$ cat src/rtl/ifetch_unit.sv
// Instruction fetch stage: issues one req/ack read to instruction memory at a time
// and queues {pc, instr} pairs toward decode; a redirect flushes everything in flight.
module ifetch_unit #(
   parameter int unsigned IMEM_AW = 10,
   parameter int unsigned DEPTH   = 2
) (
   input  logic               clk,
   input  logic               reset,
   input  logic [31:0]        pc_in,
   input  logic               redirect,
   output logic               pc_hold,
   output logic               imem_req,
   output logic [IMEM_AW-1:0] imem_addr,
   input  logic               imem_ack,
   input  logic [31:0]        imem_rdata,
   output logic               id_valid,
   input  logic               id_ready,
   output logic [31:0]        id_instr,
   output logic [31:0]        id_pc
);

   localparam int unsigned PW = (DEPTH > 1) ? $clog2(DEPTH) : 1;
   localparam int unsigned CW = $clog2(DEPTH + 1);

   typedef enum logic [1:0] {
      IDLE  = 2'd0,
      REQ   = 2'd1,
      DRAIN = 2'd2
   } state_t;

   state_t               state_q, state_d;
   logic                 req_d;
   logic [IMEM_AW-1:0]   addr_d;
   logic [31:0]          req_pc_q, req_pc_d;
   logic                 launch;
   logic                 push;
   logic                 pop;

   logic [PW-1:0]        wr_ptr_q, rd_ptr_q;
   logic [CW-1:0]        count_q;
   logic [31:0]          mem_pc_q    [DEPTH];
   logic [31:0]          mem_instr_q [DEPTH];

   // One fetch outstanding at most; held off while reset, redirecting or FIFO full
   assign launch  = !reset && (state_q == IDLE) && !redirect && (count_q < CW'(DEPTH));
   assign pc_hold = !launch;

   assign id_valid = (count_q != '0);
   assign id_instr = mem_instr_q[rd_ptr_q];
   assign id_pc    = mem_pc_q[rd_ptr_q];
   assign pop      = id_valid && id_ready && !redirect;

   // Request state register
   always_ff @(posedge clk or posedge reset) begin
      if (reset) begin
         state_q   <= IDLE;
         imem_req  <= 1'b0;
         imem_addr <= '0;
         req_pc_q  <= '0;
      end else begin
         state_q   <= state_d;
         imem_req  <= req_d;
         imem_addr <= addr_d;
         req_pc_q  <= req_pc_d;
      end
   end

   // Next-state: a request in flight during a redirect must still be acked, then dropped
   always_comb begin
      state_d  = state_q;
      req_d    = imem_req;
      addr_d   = imem_addr;
      req_pc_d = req_pc_q;
      push     = 1'b0;
      case (state_q)
         IDLE: begin
            if (launch) begin
               req_d    = 1'b1;
               addr_d   = pc_in[IMEM_AW-1:0];
               req_pc_d = pc_in;
               state_d  = REQ;
            end
         end
         REQ: begin
            if (imem_ack) begin
               push    = !redirect;
               req_d   = 1'b0;
               state_d = IDLE;
            end else if (redirect) begin
               state_d = DRAIN;
            end
         end
         DRAIN: begin
            if (imem_ack) begin
               req_d   = 1'b0;
               state_d = IDLE;
            end
         end
         default: begin
            req_d   = 1'b0;
            state_d = IDLE;
         end
      endcase
   end

   // Decode FIFO; a redirect clears it and wins over any push or pop
   always_ff @(posedge clk or posedge reset) begin
      if (reset) begin
         wr_ptr_q <= '0;
         rd_ptr_q <= '0;
         count_q  <= '0;
         for (int i = 0; i < DEPTH; i++) begin
            mem_pc_q[i]    <= '0;
            mem_instr_q[i] <= '0;
         end
      end else if (redirect) begin
         wr_ptr_q <= '0;
         rd_ptr_q <= '0;
         count_q  <= '0;
      end else begin
         if (push) begin
            mem_pc_q[wr_ptr_q]    <= req_pc_q;
            mem_instr_q[wr_ptr_q] <= imem_rdata;
            wr_ptr_q              <= wr_ptr_q + PW'(1);
         end
         if (pop) begin
            rd_ptr_q <= rd_ptr_q + PW'(1);
         end
         count_q <= count_q + CW'(push) - CW'(pop);
      end
   end

endmodule

$ cat config.mk
export PLATFORM = sky130hd
export DESIGN_NAME = ifetch_unit
export DESIGN_NICKNAME = d
export VERILOG_FILES = /design/src/rtl/ifetch_unit.sv
export SDC_FILE = /design/constraint.sdc
export NUM_CORES = 1
export LEC_CHECK = 0
export BUFFER_PORTS_ARGS = -buffer_cell sky130_fd_sc_hd__buf_2
export CAP_MARGIN = 20
export CORE_MARGIN = 2
export CORE_UTILIZATION = 30
export CTS_BUF_LIST = sky130_fd_sc_hd__clkbuf_8
export CTS_CLUSTER_SIZE = 40
export DETAILED_ROUTE_END_ITERATION = 10
export PLACE_DENSITY = 0.5
export SLEW_MARGIN = 20
export SYNTH_ARGS = -nofsm -noshare
export SYNTH_HDL_FRONTEND = slang
export SYNTH_SLANG_ARGS = --single-unit
$ cat constraint.sdc
create_clock -name clk -period 14.5 [get_ports clk]
set_clock_uncertainty 0.1 [all_clocks]
set_input_delay 3.625 -clock clk [delete_from_list [all_inputs] [get_ports clk]]
set_output_delay 3.625 -clock clk [all_outputs]
set_load 0.1 [all_outputs]
==> tab_implementation.tex <==
\begin{tabular}{lr}
\hline
Metric & Value \\
\hline
\multicolumn{2}{l}{\textbf{Critical path}} \\
\quad Source of the worst register-to-register timing path & state\_q[1] \\
\quad Reg2Reg Capture Point & mem\_pc\_q[40] \\
\quad Slowest library cell on the worst path & sky130\_fd\_sc\_hd\_\_inv\_2 \\
\quad Count of buffering cells on the critical path with inverters included & 4 \\
\quad Largest delay contributor family on the critical path & buffers and inverters \\
\quad Crit start category & primary input \\
\quad Type of destination of the critical path & output port \\
\quad Worst Path Arrival & 5390 ps \\
\quad Crit path required time & 10770 ps \\
\quad Setup slack of the worst register-to-register path & 11690 ps \\
\quad CP Cell Sequence & buf\_2, nor4b\_4, buf\_4, inv\_2, buf\_2 \\
\quad Most used cell along the critical path & sky130\_fd\_sc\_hd\_\_buf\_2 \\
\quad Type of the worst setup path & in2out \\
\quad Length in cells of the worst reg-to-reg path & 6 \\
\quad Delay of the slowest cell on the worst path & 590 ps \\
\quad Highest fanout seen on the critical path & 35 \\
\multicolumn{2}{l}{\textbf{Run status}} \\
\quad Outcome & finished clean \\
\multicolumn{2}{l}{\textbf{Final layout}} \\
\quad Multi-input combinational cell area & 2830 um\^{}2 \\
\quad FILL cells & 2429 \\
\quad Proportion of layout cells with a drive suffix above 1 & 55.7\% \\
\quad Finished Layout Cells & 999 \\
\quad Most frequent standard cell in the layout excluding fill and tap cells & sky130\_fd\_sc\_hd\_\_mux2\_2 \\
\quad Number of antenna cells inserted & 0 \\
\quad Most used cells in the layout excluding fill and tap cells & sky130\_fd\_sc\_hd\_\_mux2\_2, sky130\_fd\_sc\_hd\_\_dfrtp\_1, sky130\_fd\_sc\_hd\_\_buf\_2, sky130\_fd\_sc\_hd\_\_nand2\_1, sky130\_fd\_sc\_hd\_\_clkbuf\_8 \\
\quad Number of nets in the layout & 736 \\
\quad Area growth from synthesis to layout & 17.5\% \\
\quad Register area & 4180 um\^{}2 \\
\multicolumn{2}{l}{\textbf{Drt}} \\
\quad Vias & 4438 \\
\quad Total wire length & 15.9 mm \\
\quad Post-route ant nets & 0 \\
\quad Initial detailed-routing violation count & 186 \\
\quad Number of DRC violations after detailed routing & 0 \\
\quad Number of optimization iterations in the first detailed-route pass & 4 \\
\quad Per-cell routed wire length & 15.9 um \\
\quad Number of vias per cell & 4.44 \\
\multicolumn{2}{l}{\textbf{STA}} \\
\quad Minimum period implied by the final worst setup slack & 9120 ps \\
\quad Setup WS post-layout & 5380 ps \\
\quad Final setup fails & 0 \\
\quad Total count of hold-check failures in the final report & 0 \\
\quad Pins Over Slew Limit & 0 \\
\quad Worst slew slack as a fraction of its limit & 28.4\% \\
\quad Maximum frequency from static timing analysis & 110 MHz \\
\quad Post-route clock period utilization & 62.9\% \\
\quad RSZ-0062 raised after global routing & no \\
\quad Pin slew with the least headroom to its limit & 1070 ps \\
\quad Sum of negative setup slack & 0 ps \\
\multicolumn{2}{l}{\textbf{Clocking}} \\
\quad Number of buffers created by CTS & 17 \\
\quad Clock-pin slew on the worst setup and hold paths & 110 ps \\
\quad Clock root buffer master & sky130\_fd\_sc\_hd\_\_clkbuf\_8 \\
\quad Clock latency of the later-clocked register in the worst-skew pair & 450 ps \\
\quad Number of H-tree levels & 4 \\
\quad Number of instances resized during post-cts repair & 0 \\
\quad \# clock sinks & 167 \\
\quad Cts-stage hold buffer count & 0 \\
\quad CTS tree & done \\
\quad Worst-case clock buffer depth & 2 \\
\quad Post-CTS Setup Inserts & 0 \\
\multicolumn{2}{l}{\textbf{Worst hold path}} \\
\quad Endpoint with the worst hold slack & mem\_instr\_q[55] \\
\quad Worst hold stages & 1 \\
\quad Hold Startpoint & mem\_instr\_q[55] \\
\quad Min-delay worst type & reg2reg \\
\multicolumn{2}{l}{\textbf{Synthesis}} \\
\quad Synth Warn \# & 0 \\
\quad Fraction of the yosys area taken by sequential cells & 57.2\% \\
\quad Compound-gate portion of the synthesized area & 0.702\% \\
\quad Synthesized area per cell & 13.8 um\^{}2 \\
\quad Post-Syn Area & 7310 um\^{}2 \\
\quad Net Count, Synth & 604 \\
\quad Post-synth top area share & 57.2\% \\
\quad Largest area contributor in the synthesized netlist & sky130\_fd\_sc\_hd\_\_dfrtp\_1 \\
\quad Share of synthesized area spent on multiplexers & 30.1\% \\
\quad Post-Synth XOR/XNOR Area & 0.479\% \\
\quad Dominant combinational cell family by area after synthesis & multiplexers \\
\quad Top area cells in the synthesized netlist & sky130\_fd\_sc\_hd\_\_dfrtp\_1, sky130\_fd\_sc\_hd\_\_mux2\_2, sky130\_fd\_sc\_hd\_\_nand2\_1 \\
\quad Number of storage elements in the synthesis netlist & 167 \\
\quad Adder-cell share of the synthesized area & 0.856\% \\
\quad Netlist cell types & 27 \\
\quad Area fraction in and, or, nand and nor cells after synthesis & 6.49\% \\
\quad Post-Synthesis Cells & 530 \\
\multicolumn{2}{l}{\textbf{Place}} \\
\quad Placed cell count & 966 \\
\quad DP Wirelength & 9.63 mm \\
\quad Number of port buffers & 145 \\
\quad Final weighted congestion in routability-driven placement & 0.709 \\
\quad Worst Setup Slack post-DPL & 5380 ps \\
\multicolumn{2}{l}{\textbf{Run}} \\
\quad Number of maximum-capacitance violations & 0 \\
\multicolumn{2}{l}{\textbf{Floorplan}} \\
\quad Die H & 160 um \\
\quad Row count & 57 \\
\quad Starting utilization of the core area & 30.3\% \\
\quad Area of the core & 24100 um\^{}2 \\
\quad Die footprint & 25600 um\^{}2 \\
\quad Top-Level Pins & 146 \\
\quad DIE WIDTH & 160 um \\
\multicolumn{2}{l}{\textbf{GRT}} \\
\quad Global Route Usage Sum & 12.6\% \\
\quad Wire length of the first global-routing pass & 25.5 mm \\
\quad Total congestion overflow & 0 \\
\quad Vias in the first global route & 4833 \\
\quad Maximum number of pins on one net before global-route repair & 102 \\
\quad Initial antenna violation count & 0 \\
\hline
\end{tabular}
[layout make-up]
| cell class | count | share of cell area [%] |
|---|---|---|
| clock buffer | 18 | 2.88 |
| clock inverter | 14 | 1.56 |
| inverter | 7 | 0.364 |
| multi-input combinational | 320 | 32.9 |
| sequential | 167 | 48.7 |
| tap | 324 | 4.72 |
| timing repair buffer | 149 | 8.84 |
[logic make-up after synthesis]
| logic type | count (synthesis) |
|---|---|
| muxes | 192 |
| xor gates and xnor gates | 4 |
| buffers and inverters | 43 |
| DFF | 167 |
| and+or+nand+nor | 111 |
| adders and majority gates | 5 |
| AOI/OAI and AO/OA | 8 |
[worst reg2reg max path, stage by stage, from the launching register on]
cell and delay, ps:
sky130_fd_sc_hd__dfrtp_1 410, sky130_fd_sc_hd__inv_1 100, sky130_fd_sc_hd__ha_1 240, sky130_fd_sc_hd__nand2_2 110, sky130_fd_sc_hd__nor3_4 560, sky130_fd_sc_hd__buf_4 750
sky130_fd_sc_hd__mux2_2 440
[Yosys cell counts]
cell type and instances:
sky130_fd_sc_hd__mux2_2 177, sky130_fd_sc_hd__dfrtp_1 167, sky130_fd_sc_hd__nand2_1 96, sky130_fd_sc_hd__buf_6 12
sky130_fd_sc_hd__buf_2 11, sky130_fd_sc_hd__buf_4 11, sky130_fd_sc_hd__mux2_4 10, sky130_fd_sc_hd__inv_1 6
sky130_fd_sc_hd__ha_1 5, sky130_fd_sc_hd__mux2_1 5, sky130_fd_sc_hd__nor2_1 5, sky130_fd_sc_hd__o21ai_0 4
sky130_fd_sc_hd__nor2b_1 3, sky130_fd_sc_hd__xor2_1 3, sky130_fd_sc_hd__clkbuf_1 2, sky130_fd_sc_hd__nand2_2 2
sky130_fd_sc_hd__a221oi_1 1, sky130_fd_sc_hd__a32oi_1 1, sky130_fd_sc_hd__and3b_1 1, sky130_fd_sc_hd__inv_2 1
sky130_fd_sc_hd__nor3_4 1, sky130_fd_sc_hd__nor4b_1 1, sky130_fd_sc_hd__nor4b_4 1, sky130_fd_sc_hd__o21ai_1 1
sky130_fd_sc_hd__o2bb2ai_1 1, sky130_fd_sc_hd__or2_2 1, sky130_fd_sc_hd__xnor2_1 1
[registers in the layout (all words and copies together), names as in the netlist]
register     count
imem_addr        9
state_q          2
req_pc_q        23
rd_ptr_q         1
mem_instr_q     64
mem_pc_q        64
imem_req         1
count_q          2
wr_ptr_q         1
[how the worst max path moves through the flow]
stage / startpoint / end / cells after the start
2_1_floorplan: redirect / pc_hold / 4
3_3_place_gp: redirect / pc_hold / 5
3_5_place_dp: redirect / pc_hold / 5
4_1_cts: redirect / pc_hold / 5
5_1_grt: redirect / pc_hold / 5
6_report: redirect / pc_hold / 5
[stage by stage]
stage          utilization [%]  hold WS, ps  cell area [um^2]
2_1_floorplan                -          354              7310
3_3_place_gp              34.0          363              8200
3_5_place_dp              34.0          375              8200
4_1_cts                   35.6          400              8580
5_1_grt                   35.6          420              8590
6_report                  35.6          398              8590
[layer usage]
layer | track usage [%] | vias to the layer above | routed length (um)
met1 | 16.3 | 2256 | 7380
li1 | - | 2067 | -
met5 | 0 | - | 0
met3 | 3.74 | 12 | 752
met2 | 20.7 | 103 | 7540
met4 | 3.56 | 0 | 213
Power is not shown: default switching activity piles up to over one toggle a cycle in this logic, so the estimate is an artifact.
